[src/rtl/sm_product_accumulator_pkg.sv]
// Shared types and sign-magnitude helpers for the product-accumulate layer stage.
// Other layer stages reuse the conversion functions.
package sm_product_accumulator_pkg;

  localparam int SM_PROD_W   = 16;
  localparam int SM_ACT_W    = 8;
  localparam int ACT_MAG_MAX = 127;
  localparam int PROD_MAG_W  = 14;

  typedef enum logic [1:0] {
    ST_ACC  = 2'd0,
    ST_RQNT = 2'd1,
    ST_OUT  = 2'd2
  } state_t;

  // Wide enough for any legal accumulator width; negative zero maps to 0.
  function automatic logic signed [32:0] sm_to_tc(input logic sign,
                                                  input logic [PROD_MAG_W-1:0] mag);
    logic signed [32:0] m;
    m = signed'({19'b0, mag});
    return sign ? -m : m;
  endfunction

  function automatic logic [SM_ACT_W-1:0] tc_to_sm(input logic neg,
                                                   input logic [SM_ACT_W-2:0] mag);
    return {neg && (mag != '0), mag};
  endfunction

endpackage

[src/rtl/sm_requant.sv]
// Combinational requantizer: round-half-up, arithmetic shift, optional ReLU,
// and saturation to an 8-bit sign-magnitude activation.
module sm_requant
  import sm_product_accumulator_pkg::*;
#(
  parameter int ACC_W = 24
) (
  input  logic signed [ACC_W-1:0]    acc_i,
  input  logic        [3:0]          shift_i,
  input  logic                       relu_i,
  output logic        [SM_ACT_W-1:0] data_o
);

  logic signed [ACC_W:0] acc_ext;
  logic        [ACC_W:0] rnd;
  logic signed [ACC_W:0] r;
  logic        [ACC_W:0] abs_r;
  logic                  neg;
  logic [SM_ACT_W-2:0]   mag;

  always_comb begin
    acc_ext = {acc_i[ACC_W-1], acc_i};
    // Half an LSB of the output; zero when no shift is applied.
    rnd     = ((ACC_W+1)'(1) << shift_i) >> 1;
    r       = signed'(acc_ext + rnd) >>> shift_i;
    if (relu_i && r[ACC_W]) begin
      r = '0;
    end
    neg   = r[ACC_W];
    abs_r = neg ? unsigned'(-r) : unsigned'(r);
    mag   = (abs_r > (ACC_W+1)'(ACT_MAG_MAX)) ? (SM_ACT_W-1)'(ACT_MAG_MAX)
                                              : abs_r[SM_ACT_W-2:0];
    data_o = tc_to_sm(neg, mag);
  end

endmodule

[src/rtl/sm_product_accumulator.sv]
// Accumulates sign-magnitude products per group into a saturating accumulator
// and emits one requantized sign-magnitude activation per group.
module sm_product_accumulator
  import sm_product_accumulator_pkg::*;
#(
  parameter int ACC_W = 24
) (
  input  logic                 clk,
  input  logic                 rst,
  input  logic                 in_valid,
  output logic                 in_ready,
  input  logic [SM_PROD_W-1:0] in_data,
  input  logic                 in_last,
  input  logic [3:0]           cfg_shift,
  input  logic                 cfg_relu,
  output logic                 out_valid,
  input  logic                 out_ready,
  output logic [SM_ACT_W-1:0]  out_data,
  output logic                 acc_ovf
);

  localparam logic signed [ACC_W-1:0] ACC_MAX = {1'b0, {(ACC_W-1){1'b1}}};
  localparam logic signed [ACC_W-1:0] ACC_MIN = {1'b1, {(ACC_W-1){1'b0}}};

  state_t                    state_q, state_d;
  logic signed [ACC_W-1:0]   acc_q, acc_d;
  logic                      first_q, first_d;
  logic                      ovf_q, ovf_d;
  logic [3:0]                shift_q, shift_d;
  logic                      relu_q, relu_d;
  logic [SM_ACT_W-1:0]       out_data_q, out_data_d;
  logic                      acc_ovf_q, acc_ovf_d;

  logic                      beat;
  logic signed [ACC_W-1:0]   term;
  logic signed [ACC_W-1:0]   base;
  logic signed [ACC_W:0]     sum;
  logic [SM_ACT_W-1:0]       rq_data;
  logic                      unused_bit14;

  // Bit 14 of a product is always zero from the multiplier and carries no value.
  assign unused_bit14 = in_data[14];

  assign in_ready  = (state_q == ST_ACC);
  assign out_valid = (state_q == ST_OUT);
  assign out_data  = out_data_q;
  assign acc_ovf   = acc_ovf_q;
  assign beat      = in_valid & in_ready;
  assign term      = ACC_W'(sm_to_tc(in_data[15], in_data[PROD_MAG_W-1:0]));

  sm_requant #(.ACC_W(ACC_W)) u_requant (
    .acc_i   (acc_q),
    .shift_i (shift_q),
    .relu_i  (relu_q),
    .data_o  (rq_data)
  );

  always_comb begin
    state_d    = state_q;
    acc_d      = acc_q;
    first_d    = first_q;
    ovf_d      = ovf_q;
    shift_d    = shift_q;
    relu_d     = relu_q;
    out_data_d = out_data_q;
    acc_ovf_d  = acc_ovf_q;
    base       = first_q ? '0 : acc_q;
    sum        = {base[ACC_W-1], base} + {term[ACC_W-1], term};

    case (state_q)
      ST_ACC: begin
        if (beat) begin
          if (first_q) begin
            shift_d = cfg_shift;
            relu_d  = cfg_relu;
            ovf_d   = 1'b0;
          end
          // Sign bits disagree: the sum left the ACC_W range.
          if (sum[ACC_W] != sum[ACC_W-1]) begin
            acc_d = sum[ACC_W] ? ACC_MIN : ACC_MAX;
            ovf_d = 1'b1;
          end else begin
            acc_d = sum[ACC_W-1:0];
          end
          first_d = in_last;
          if (in_last) begin
            state_d = ST_RQNT;
          end
        end
      end
      ST_RQNT: begin
        out_data_d = rq_data;
        acc_ovf_d  = ovf_q;
        state_d    = ST_OUT;
      end
      ST_OUT: begin
        if (out_ready) begin
          state_d = ST_ACC;
        end
      end
      default: state_d = ST_ACC;
    endcase
  end

  always_ff @(posedge clk) begin
    if (rst) begin
      state_q    <= ST_ACC;
      acc_q      <= '0;
      first_q    <= 1'b1;
      ovf_q      <= 1'b0;
      shift_q    <= '0;
      relu_q     <= 1'b0;
      out_data_q <= '0;
      acc_ovf_q  <= 1'b0;
    end else begin
      state_q    <= state_d;
      acc_q      <= acc_d;
      first_q    <= first_d;
      ovf_q      <= ovf_d;
      shift_q    <= shift_d;
      relu_q     <= relu_d;
      out_data_q <= out_data_d;
      acc_ovf_q  <= acc_ovf_d;
    end
  end

endmodule

[config.mk]
export PLATFORM = sky130hd
export DESIGN_NAME = sm_product_accumulator
export DESIGN_NICKNAME = d
export VERILOG_FILES = /design/src/rtl/sm_product_accumulator_pkg.sv /design/src/rtl/sm_requant.sv /design/src/rtl/sm_product_accumulator.sv
export SDC_FILE = /design/constraint.sdc
export NUM_CORES = 1
export LEC_CHECK = 0
export ABC_CLOCK_PERIOD_IN_PS = 6200
export BUFFER_PORTS_ARGS = -buffer_cell sky130_fd_sc_hd__buf_4
export CAP_MARGIN = 20
export CORE_ASPECT_RATIO = 0.5
export CORE_MARGIN = 3
export CORE_UTILIZATION = 30
export CTS_CLUSTER_DIAMETER = 200
export CTS_CLUSTER_SIZE = 14
export DETAILED_ROUTE_END_ITERATION = 12
export GPL_ROUTABILITY_DRIVEN = 0
export PLACE_DENSITY_LB_ADDON = 0.08
export SLEW_MARGIN = 20
export SYNTH_ARGS = -nofsm -noshare
export SYNTH_HDL_FRONTEND = slang
export SYNTH_SLANG_ARGS = --single-unit
[constraint.sdc]
create_clock -name clk -period 6.2 [get_ports clk]
set_input_delay 1.55 -clock clk [delete_from_list [all_inputs] [get_ports clk]]
set_output_delay 1.55 -clock clk [all_outputs]
set_load 0.01 [all_outputs]
### Word-level counts from Yosys, hierarchy flattened

Index checks and enable logic that the tools add are counted.

| storage, ports and cells | value |
|---|---|
| register bits after elaboration | 42 |
| input bits | 26 |
| logic and storage cells | 44 |

| operators by class | value |
|---|---|
| add/sub/neg operators | 4 |
| $lt $le $gt $ge | 1 |
| equal/unequal tests | 6 |
| shift operators | 2 |
| multiplexer cells | 13 |
| bitwise operators | 1 |
| reductions and logical operators | 9 |

Operators with widths:

| cell | number |
|---|---|
| $mux W24 | 4 |
| $mux W25 | 2 |
| $add A24 B24 Y25 | 1 |
| $add A25 B24 Y25 | 1 |
| $gt A25 B7 Y1 const B | 1 |
| $neg A25 Y25 | 1 |
| $shl A1 B4 Y25 const A | 1 |
| $sshr A25 B4 Y25 | 1 |
| $neg A14 Y24 | 1 |
| $reduce_and A3 Y1 | 3 |
| $mux W7 | 1 |
| $reduce_bool A7 Y1 | 1 |
| $mux W2 | 3 |
| $ne A2 B1 Y1 const B | 3 |
| $pmux W2 S3 | 1 |
| $eq A2 B1 Y1 const B | 1 |
| $eq A2 B2 Y1 const B | 1 |
| $logic_and A1 B1 Y1 | 2 |
| $logic_not A2 Y1 | 1 |
| $mux W1 | 2 |
| $reduce_and A2 Y1 | 1 |
| $reduce_bool A2 Y1 | 1 |
| $and A1 B1 Y1 | 1 |
| $ne A1 B1 Y1 | 1 |

### Longest topological paths before layout

| logic depth | value |
|---|---|
| depth after elaboration | 11 |
| mapped depth | 24 |
| depth with buffers taken out | 23 |

### Modules after synthesis

From an unflattened synthesis, not the netlist that was laid out.

| unflattened totals | value |
|---|---|
| cell total of the unflattened synthesis | 1151 |
| area, all modules | 8508.2 um^2 |

By module, submodules not included:

| module | instances | cells each | area an instance (um^2) | seq. area each (um^2) |
|---|---|---|---|---|
| sm_requant | 1 | 722 | 4903.5 | 0.0 |
| sm_product_accumulator | 1 | 429 | 3604.7 | 840.8 |

### Least setup slack after synthesis

No wires, ideal clock.

| timing path | value |
|---|---|
| path type | input port to flip-flop |
| start point | in in_data[0] |
| end point | reg ovf_q |
| data arrival time | 5.941 ns |
| data required time | 6.072 ns |
| path slack | 0.131 ns |
| cell stages on the path | 22 |
| path buffers | 1 |
| cell sequence | inv_1 ha_1 nand2_1 o21ai_0 fa_1 a21o_1 a21oi_1 o21bai_1 a21oi_1 o21bai_1 a211o_1 a2111oi_0 o31ai_1 o41ai_1 o211ai_1 a21oi_1 o21bai_1 a31oi_1 clkbuf_1 xnor2_1 a22oi_1 nor2_1 |

| on the way | value |
|---|---|
| word-level cells in the longest chain between the ends | 6 |
| elaborated cells on any way between the ends | 7 |

Ends and longest elaborated chain:

| what | RTL line | source |
|---|---|---|
| start, declared | sm_product_accumulator.sv:12 | `input logic [SM_PROD_W-1:0] in_data,` |
| $neg A14 Y24 | sm_product_accumulator_pkg.sv:21 | `return sign ? -m : m;` |
| $mux W24 * | sm_product_accumulator_pkg.sv:21 |  |
| $add A24 B24 Y25 * | sm_product_accumulator.sv:68 | `sum = {base[ACC_W-1], base} + {term[ACC_W-1], term};` |
| $ne A1 B1 Y1 * | sm_product_accumulator.sv:79 | `if (sum[ACC_W] != sum[ACC_W-1]) begin` |
| $reduce_bool A2 Y1 (no line) | -- |  |
| $reduce_and A3 Y1 (no line) | -- |  |
| end signal, assigned | sm_product_accumulator.sv:119 | `ovf_q <= ovf_d;` |
| end, declared | sm_product_accumulator.sv:28 | `logic ovf_q, ovf_d;` |

Every way passes the cells marked *; elsewhere a longest branch is shown, timed or not.
A chain may end at the register's enable or synchronous reset.

### Worst setup path after layout

| timing path | value |
|---|---|
| start point | reg shift_q[0] |
| end point | reg out_data_q[1] (netlist: out_data[1]) |

| on the way | value |
|---|---|
| word-level cells in the longest chain between the ends | 9 |

Ends and longest elaborated chain:

| what | RTL line | source |
|---|---|---|
| start, declared | sm_product_accumulator.sv:29 | `logic [3:0] shift_q, shift_d;` |
| start signal, assigned | sm_product_accumulator.sv:120 | `shift_q <= shift_d;` |
| $shl A1 B4 Y25 | sm_requant.sv:24 | `rnd = ((ACC_W+1)'(1) << shift_i) >> 1;` |
| $add A25 B24 Y25 | sm_requant.sv:25 | `r = signed'(acc_ext + rnd) >>> shift_i;` |
| $sshr A25 B4 Y25 * | sm_requant.sv:25 |  |
| $logic_and A1 B1 Y1 | sm_requant.sv:26 | `if (relu_i && r[ACC_W]) begin` |
| $mux W25 * | sm_requant.sv:26 |  |
| $neg A25 Y25 | sm_requant.sv:30 | `abs_r = neg ? unsigned'(-r) : unsigned'(r);` |
| $mux W25 * | sm_requant.sv:30 |  |
| $gt A25 B7 Y1 | sm_requant.sv:31 | `mag = (abs_r > (ACC_W+1)'(ACT_MAG_MAX)) ? (SM_ACT_W-1)'(ACT_MAG_MAX)` |
| $mux W7 * | sm_requant.sv:31 |  |
| end signal, assigned | sm_product_accumulator.sv:122 | `out_data_q <= out_data_d;` |
| end, declared | sm_product_accumulator.sv:31 | `logic [SM_ACT_W-1:0] out_data_q, out_data_d;` |

Marked as above.

==> impl_metrics.json <==
{
  "status": "finished clean",
  "overflow": 0,
  "final_common_cell": "nor2_1",
  "syn_area_um2": 7432,
  "dp_slack_ns": -0.1586,
  "pwr-share-clk_pct": 21.0,
  "core-area_um2": 24170,
  "worstPathCellList": "clkinv_2, nand2_1, nor2_1, ha_1, buf_4, nand4_1, o22ai_1, a32oi_2, o311a_1, nand2_2, a22o_1, or4_1, or4_4, o211ai_4, or4_4, nor2_2, o32a_1, o32ai_2, o211ai_1, nor4b_4, buf_4, a311oi_1",
  "grt_pass1_wl_mm": 42.96,
  "ys.flop_type": "dfxtp_1",
  "min_period_over_period_pct": 95.38,
  "root_buffer": "clkbuf_16",
  "critPathSlowestCell": "or4_1",
  "synth.distinct_cells": 104,
  "internal_power_uw": 867.0,
  "arrival_ns": 6.04,
  "p_per_area_nw_per_um2": 174.3,
  "rows": 40,
  "fmax_mhz": 169.1,
  "port_buffers": 35,
  "finalWirelength_mm": 27.57,
  "whs_path_depth": 2,
  "relSlewSlack_pct": 34.95,
  "multi_input_area_um2": 6414,
  "dr_wl_met2_mm": 11.59,
  "cts_sinks": 42,
  "diodes": 0,
  "num_vias": 8220,
  "max_stage_delay_ns": 0.53,
  "antenna_found_initial": 0,
  "worst-endpoint-required_ns": 6.33,
  "reg2reg_depth": 22,
  "regArea_um2": 842.1,
  "top_layer": "met4",
  "setup_ws_ns": 0.2861,
  "mostFrequentLayoutCells": "nor2_1 (133), buf_4 (131), nand2_1 (82)",
  "synth_edf_count": 0,
  "die-height_um": 117.3,
  "report.final.setup_viol": 0,
  "floorplan.initialDensity_pct": 30.75,
  "cp.buffers_inverters": 3,
  "route.met3.wl_mm": 1.264,
  "grt_max_degree": 50,
  "final-hold-violation-count": 0,
  "detail_route.drc_violations": 0,
  "cts-buffers-inserted": 5,
  "grt_pass1_vias": 7595,
  "synth_warnings": 0,
  "vias_per_cell": 5.693,
  "timing.hold.ws_ns": 0.4604,
  "min_period_ns": 5.914,
  "die_area_um2": 26810,
  "fp.dieW_um": 228.6,
  "drt_iter0_drc": 684,
  "synth.avg_cell_area_um2": 7.230,
  "min_from": "acc_ovf$_SDFFE_PP0N_",
  "htree_levels": 2,
  "crit_fanout": 11,
  "tritoncts": "done",
  "drtAntennaViolNets": 0,
  "dp.final_hpwl_mm": 22.07,
  "dr.pass1.iters": 5,
  "grt_usage_pct": 20.03,
  "p_sw_uw": 701.5,
  "rr_startpoint": "shift_q[0]$_SDFFE_PP0P_",
  "wl_met1_mm": 14.34,
  "maxCapViolCount": 0,
  "cts_hold_buf": 0,
  "criticalPathCategory": "flop to flop",
  "yosysSeqAreaShare_pct": 11.31,
  "clock_path_buffers": 2,
  "hold_end": "acc_ovf$_SDFFE_PP0N_",
  "clkTransAtPathRegs_ns": 0.08,
  "drive_gt1_share_pct": 21.03,
  "worstSetupStartpointType": "flop",
  "ios": 37,
  "cp-end-kind": "flop",
  "clock_latency_ns": 0.31,
  "ys_async_sr_fraction_pct": 0,
  "leakage_nw": 3.558,
  "swShare_pct": 44.72,
  "avgRoutedWirePerCell_um": 19.10,
  "hp-class": "flop to flop",
  "vdd_drop_max_mv": 0.08897,
  "synthToLayoutAreaGrowth_pct": 21.06,
  "nets": 1176,
  "num-fill-cells": 2590,
  "report.final.slew_viol_count": 0,
  "r2r-end": "out_data[1]$_SDFFE_PP0N_",
  "cp_top_family": "simple AND/OR/NAND/NOR gates",
  "skew_ns": 0.01867,
  "synth_cells": 1028,
  "seq_power_share_pct": 20.7,
  "worst_pin_slew_ns": 0.9737,
  "power_mw": 1.568,
  "power_frac_comb_pct": 58.3,
  "synth_seq_cells": 42,
  "r2r_slack_ns": 0.29,
  "syn_nets": 1097
}
[repair_timing]
item / 4_1_cts / 5_1_grt
setup endpoints to repair: 8 / 33
buffers inserted: 0 / 4
hold endpoints to repair: 0 / 0
pin swaps: 0 / 2
gates resized for setup: 4 / 39
[cell usage after synthesis (5+ instances only)]
library cell	number	area (µm²)
a21o_1	11	82.58
o21bai_1	8	60.06
ha_1	41	513.0
a21oi_1	56	280.3
a211oi_1	38	285.3
mux2i_1	22	220.2
and2_1	16	100.1
a22oi_1	7	52.55
a31oi_1	7	43.79
xor2_1	17	148.9
o211ai_1	15	112.6
buf_2	6	30.03
nand3_1	26	130.1
nand2b_1	11	68.82
nor3_1	34	170.2
buf_4	7	52.55
xnor2_1	38	332.8
o221ai_1	9	78.83
clkbuf_1	43	161.4
o21a_1	13	97.59
o21ai_0	39	195.2
maj3_1	23	230.2
nor4_1	9	56.30
a311oi_1	8	70.07
nor2_1	134	503.0
o31a_1	8	70.07
nand2_1	82	307.8
dfxtp_1	42	840.8
and3_1	16	100.1
o31ai_1	15	112.6
nand4_1	10	62.56
nor2b_1	24	150.1
or2_2	5	31.28
or3_1	10	62.56
inv_1	31	116.4
o22ai_1	7	43.79
[power by group through the flow]
stage | registers (mW) | clock network, mW | logic [mW]
floorplan | 0.316 | 0 | 0.595
global placement | 0.329 | 0 | 0.868
detailed placement | 0.331 | 0 | 0.872
CTS | 0.325 | 0.341 | 0.880
global route | 0.330 | 0.346 | 1.00
finish | 0.325 | 0.329 | 0.914
[registers in the layout (all words and copies together) (netlist names)]
register,count
out_data,8
relu_q,1
acc_ovf,1
shift_q,4
state_q,2
first_q,1
ovf_q,1
acc_q,24
[how the worst max path moves through the flow]
stage / startpoint / cells past startpoint / to
finish: shift_q[0]$_SDFFE_PP0P_ / 22 / out_data[1]$_SDFFE_PP0N_
global route: shift_q[0]$_SDFFE_PP0P_ / 22 / out_data[4]$_SDFFE_PP0N_
CTS: shift_q[0]$_SDFFE_PP0P_ / 22 / out_data[4]$_SDFFE_PP0N_
detailed placement: in_data[1] / 24 / ovf_q$_SDFFE_PP0P_
global placement: in_data[1] / 24 / ovf_q$_SDFFE_PP0P_
floorplan: in_data[0] / 22 / ovf_q$_SDFFE_PP0P_
[area by class of cell]
class                           instances  share of cell area [%]
Multi-Input combinational cell        891                   71.28
Clock buffer                            5                   1.391
Timing Repair Buffer                  133                   11.38
Tap cell                              336                   4.673
Inverter                               34                   1.432
Sequential cell                        42                   9.359
Clock inverter                          3                  0.4867
[metrics by stage]
stage	instances	utilization (%)	setup TNS, ns	cell area (µm²)
finish	1444	37.22	0	8997
global placement	1432	35.53	-3.494	8588
CTS	1440	36.34	0	8783
global route	1444	37.22	-0.007624	8997
detailed placement	1432	35.53	-3.580	8588
floorplan	1028	-	0	7432
[worst register-to-register path: stages, from the launching register on]
cell	delay, ns
dfxtp_2	0.39
clkinv_2	0.15
nand2_1	0.20
nor2_1	0.40
ha_1	0.33
buf_4	0.18
nand4_1	0.17
o22ai_1	0.13
a32oi_2	0.29
o311a_1	0.29
nand2_2	0.10
a22o_1	0.23
or4_1	0.53
or4_4	0.48
o211ai_4	0.25
or4_4	0.25
nor2_2	0.06
o32a_1	0.30
o32ai_2	0.26
o211ai_1	0.19
nor4b_4	0.27
buf_4	0.18
a311oi_1	0.09
[metal layers]
layer / vias to the layer above / global-route usage (%)
met5: - / 0
met4: 0 / 3.820
met3: 24 / 2.539
met2: 213 / 31.96
met1: 3919 / 29.18
li1: 4064 / -
[logic make-up after synthesis]
logic type | share of synthesized area (%)
AND/OR/NAND/NOR | 27.68
flip-flops | 11.31
buffers and inverters | 5.370
XOR/XNOR | 6.481
AO/OA/AOI/OAI | 33.81
multiplexers | 4.815
adder cells (fa/ha/maj) | 10.54
Power figures use the tool's default switching activity.
